## src/rtl/psg_write_queue.sv

```systemverilog
// psg_write_queue: byte FIFO feeding an SN76489-style chip over the nCE/nWE/READY handshake.
module psg_write_queue #(
  parameter int DEPTH   = 8,
  parameter int TIMEOUT = 1024,
  parameter int CNT_W   = $clog2(DEPTH + 1),
  parameter int TO_W    = $clog2(TIMEOUT + 1)
) (
  input  logic             CLK,
  input  logic             nRST,
  input  logic             wr_en,
  input  logic [7:0]       wr_data,
  input  logic             err_clr,
  input  logic             READY,
  output logic [7:0]       D,
  output logic             nCE,
  output logic             nWE,
  output logic             full,
  output logic             empty,
  output logic [CNT_W-1:0] count,
  output logic             busy,
  output logic [2:0]       latch_reg,
  output logic             overflow,
  output logic             timeout
);
  localparam int PW = $clog2(DEPTH);
  typedef enum logic [1:0] {IDLE, SETUP, STROBE, RELEASE} state_t;
  state_t           r_state, w_next;
  logic [7:0]       r_mem [DEPTH];
  logic [PW-1:0]    r_wp, r_rp;
  logic [TO_W-1:0]  r_to;
  logic             r_ok;
  logic             w_push, w_pop, w_to_hit;
  logic [CNT_W-1:0] w_cnt;
  assign w_push   = wr_en && !full;
  assign w_to_hit = r_to == TO_W'(TIMEOUT - 1);
  assign w_cnt    = count + CNT_W'(w_push) - CNT_W'(w_pop);
  assign busy     = r_state != IDLE;
  always_comb begin
    w_next = r_state;
    w_pop  = 1'b0;
    case (r_state)
      IDLE: begin
        w_pop  = !empty;
        w_next = empty ? IDLE : SETUP;
      end
      SETUP:  w_next = STROBE;
      STROBE: w_next = (!READY || w_to_hit) ? RELEASE : STROBE;
      RELEASE: begin
        w_pop  = READY && !empty;
        w_next = !READY ? RELEASE : (empty ? IDLE : SETUP);
      end
      default: w_next = IDLE;
    endcase
  end
  always_ff @(posedge CLK)
    if (w_push) r_mem[r_wp] <= wr_data;
  always_ff @(posedge CLK or negedge nRST) begin
    if (!nRST) begin
      r_state   <= IDLE;
      r_wp      <= '0;
      r_rp      <= '0;
      r_to      <= '0;
      r_ok      <= 1'b0;
      count     <= '0;
      full      <= 1'b0;
      empty     <= 1'b1;
      D         <= 8'h00;
      nCE       <= 1'b1;
      nWE       <= 1'b1;
      latch_reg <= 3'b000;
      overflow  <= 1'b0;
      timeout   <= 1'b0;
    end else begin
      r_state <= w_next;
      if (w_push) r_wp <= r_wp + 1'b1;
      if (w_pop) begin
        r_rp <= r_rp + 1'b1;
        D    <= r_mem[r_rp];
      end
      count <= w_cnt;
      full  <= w_cnt == CNT_W'(DEPTH);
      empty <= w_cnt == '0;
      nCE   <= w_next != STROBE;
      nWE   <= w_next != STROBE;
      // counter is zero on STROBE entry and saturates once the limit is reached
      r_to  <= (r_state != STROBE) ? '0 : (r_to == TO_W'(TIMEOUT)) ? r_to : r_to + 1'b1;
      if (r_state == STROBE) r_ok <= !READY;
      if (r_state == RELEASE && READY && r_ok && D[7]) latch_reg <= D[6:4];
      overflow <= (wr_en && full) || (overflow && !err_clr);
      timeout  <= (r_state == STROBE && READY && w_to_hit) || (timeout && !err_clr);
    end
  end
endmodule

```

## config.mk

```make
export PLATFORM = sky130hd
export DESIGN_NAME = psg_write_queue
export DESIGN_NICKNAME = d
export VERILOG_FILES = /design/src/rtl/psg_write_queue.sv
export SDC_FILE = /design/constraint.sdc
export NUM_CORES = 1
export LEC_CHECK = 0
export ABC_AREA = 1
export CAP_MARGIN = 20
export CORE_MARGIN = 3
export CORE_UTILIZATION = 45
export CTS_BUF_LIST = sky130_fd_sc_hd__clkbuf_8
export DETAILED_ROUTE_END_ITERATION = 7
export HOLD_SLACK_MARGIN = 0.15
export MAX_ROUTING_LAYER = met4
export SLEW_MARGIN = 20
export SYNTH_ARGS = -nofsm -noshare
export SYNTH_HDL_FRONTEND = slang
export SYNTH_SLANG_ARGS = --single-unit
```

## constraint.sdc

```tcl
create_clock -name CLK -period 2.95 [get_ports CLK]
set_clock_uncertainty 0.2 [all_clocks]
set_input_delay 0.885 -clock CLK [delete_from_list [all_inputs] [get_ports CLK]]
set_output_delay 0.885 -clock CLK [all_outputs]
set_load 0.05 [all_outputs]
```

==> flow_summary.toml <==
[final_layout]
area_delta_synth_final_pct = 14.4
biggestRegsByFlops = "r_mem: 64 flops, r_to: 11 flops, D: 8 flops"
multi_input_area_um2 = 1380
drive_above_1_share = 0.106
num_antenna_cells = 0
nets = 548
top_register = "r_mem"
final_util = 0.544
largest_reg_flops = 64
n_fill_cell = 919
seqCellArea_um2 = 2930

[power_and_ir_drop]
ir_drop_mv = 0.636
power_frac_clock = 0.153
swShare = 0.425
power.total_mw = 5.22
switching_power_mw = 2.22
powerDensity_nw_per_um2 = 961
p_comb_frac = 0.449
p_leak_nw = 2.45
p_int_mw = 3.00
power_frac_seq = 0.398

[timing]
slew_headroom = 0.636
post-route-min-period_ns = 2.81
finalCritPeriodShare = 0.951
finalSetupViolations = 0
final_hold_viol_count = 0
rsz0062_at_grt = "no"
worstMarginPinSlew_ns = 0.547
fmax_mhz = 356
whs_ns = 0.286
layout_setup_ws_ns = 0.144
finalSetupTns_ns = 0
drv_slew = 0

[clock_tree]
clockBufferDepth = 2
holdBufCountCts = 0
clkTransAtPathRegs_ns = 0.09
cts_htree_levels = 3
cts_buffers = 9
clock-root-buffer = "clkbuf_8"
post_cts_resized = 0
clock_sinks = 104
cts_tree = "done"
post_cts_buffers = 0
clkLatencyLatePin_ns = 0.37

[worst_setup_path]
startpoint = "empty"
path_class = "flop to output port"
cp_cell_sequence = "clkdlybuf4s50_1"
worst_ep_arrival_time_ns = 1.72
cp_top_family = "buffers and inverters"
crit_required_ns = 1.87
critical_path_buf_inv_count = 1
endpoint_kind = "output port"
max_stage_delay_ns = 0.80
path_max_fanout = 2
start_kind = "flop"
cpMaxStageDelayCell = "clkdlybuf4s50_1"
r2r-start = "r_state[1]"

[route]
first_iter_violations = 171
vias = 3148
drt_drc_violations_left = 0
detail_route.vias_per_cell = 4.77
antenna_left = 0
routedWlPerCell_um = 14.2
firstDrtPassIters = 4
routed_wl_um = 9390

[synthesis]
ys_top_cells_by_count = "nand2_1, inv_1, edfxtp_1"
synth.top_cell.area_share = 0.405
ys_seq_elements = 104
synth_cell_types = 32
synthMuxAreaShare = 0.00711
syn_area_per_cell_um2 = 10.0
syn_area_um2 = 4750
synth.top_cells.by_area = "edfxtp_1, dfrtp_1, nand2_1"
synth_adder_area_share = 0.0358
async_flop_share = 0.385
yosysMostFrequentCell = "nand2_1"
synth_top_area_cell = "edfxtp_1"
synth-edff-count = 64
synth_top_family_by_area = "simple AND/OR/NAND/NOR gates"
seq_area_frac_synth = 0.616
synthXorXnorAreaFrac = 0.0163
syn_nets = 500
yosys_most_used_dff = "edfxtp_1"
ys_warn_count = 0
synth_compound_area_frac = 0.0187
synthSimpleGateAreaFrac = 0.210
synthCells = 474

[floorplanning]
die_h_um = 109
die-area_um2 = 11800
pin_count = 35
core_area_um2 = 10000
start_util = 0.475
die_x_um = 109
rows = 36

[placement]
gp_congestion = 0.840
dp_slack_ns = -0.309
dp_hpwl_um = 6290
portBuffers = 34

[global_route]
antenna_found_initial = 0
grt_pass1_vias = 3036
grt_use_total = 0.179
grt_max_degree = 41
overflow = 0
grt_pass1_wl_um = 15400

[status]
status = "finished clean"

[worst_hold_path]
min_path_type = "flop to flop"
hp-start = "D[1]"

[flow_run]
cap_violations = 0
==> cells in the final DEF, fill, tap and decap left out, types with 3 or more instances in the layout <==
cell / count
nand3_1: 57
buf_4: 19
nand2_1: 131
inv_1: 81
xnor2_1: 3
clkinv_2: 3
edfxtp_1: 64
a21oi_1: 7
ha_1: 11
nor3_1: 3
dfrtp_1: 38
clkdlybuf4s50_1: 31
mux2_2: 3
nor2_1: 24
o21ai_0: 8
xor2_1: 3
nand4_1: 3
clkbuf_8: 10
==> kinds of logic (layout without fill, tap and decap cells) <==
| group | count (synthesis) | after routing |
|---|---|---|
| muxes | 3 | 3 |
| xor gates and xnor gates | 8 | 8 |
| adders and majority gates | 13 | 13 |
| buffers and inverters | 99 | 152 |
| DFF | 104 | 104 |
| AOI/OAI and AO/OA | 17 | 17 |
| and+or+nand+nor | 230 | 230 |
==> area by class of cell <==
| class | instances | share of cell area |
|---|---|---|
| tap | 133 | 0.0306 |
| timing repair buffer | 52 | 0.0866 |
| sequential | 104 | 0.538 |
| clock inverter | 6 | 0.00645 |
| clock buffer | 10 | 0.0253 |
| inverter | 84 | 0.0585 |
| multi-input combinational | 271 | 0.254 |
==> power by group through the flow <==
stage                     clock (mW)  sequential (mW)  combinational [mW]
after floorplan                    0             2.41                1.43
after global placement             0             2.10                2.30
after detailed placement           0             2.11                2.34
after CTS                      0.822             2.08                2.35
after global routing           0.865             2.12                2.64
final                          0.798             2.08                2.35
==> metrics by stage <==
stage               cells  area (um2)
floorplan             474        4750
global placement      644        5250
detailed placement    644        5250
CTS                   660        5420
global route          660        5440
finish                660        5440
==> layer usage <==
| metal | vias up | GRT usage | routed length, um |
|---|---|---|---|
| met5 | - | - | 0 |
| met4 | 0 | 0.0920 | 187 |
| met3 | 15 | 0.0249 | 416 |
| met2 | 63 | 0.264 | 4290 |
| met1 | 1476 | 0.243 | 4490 |
| li1 | 1594 | - | - |
==> final timing paths <==
check,cells after the start,slack [ns],end
worst min-delay path,2,0.29,D[1]
min in group asynchronous,2,0.35,overflow
max in group asynchronous,2,1.84,empty
worst max-delay path,1,0.14,empty
worst min register to register,2,0.29,D[1]
worst max register to register,14,0.41,full
(Power assumes the default switching activity.)
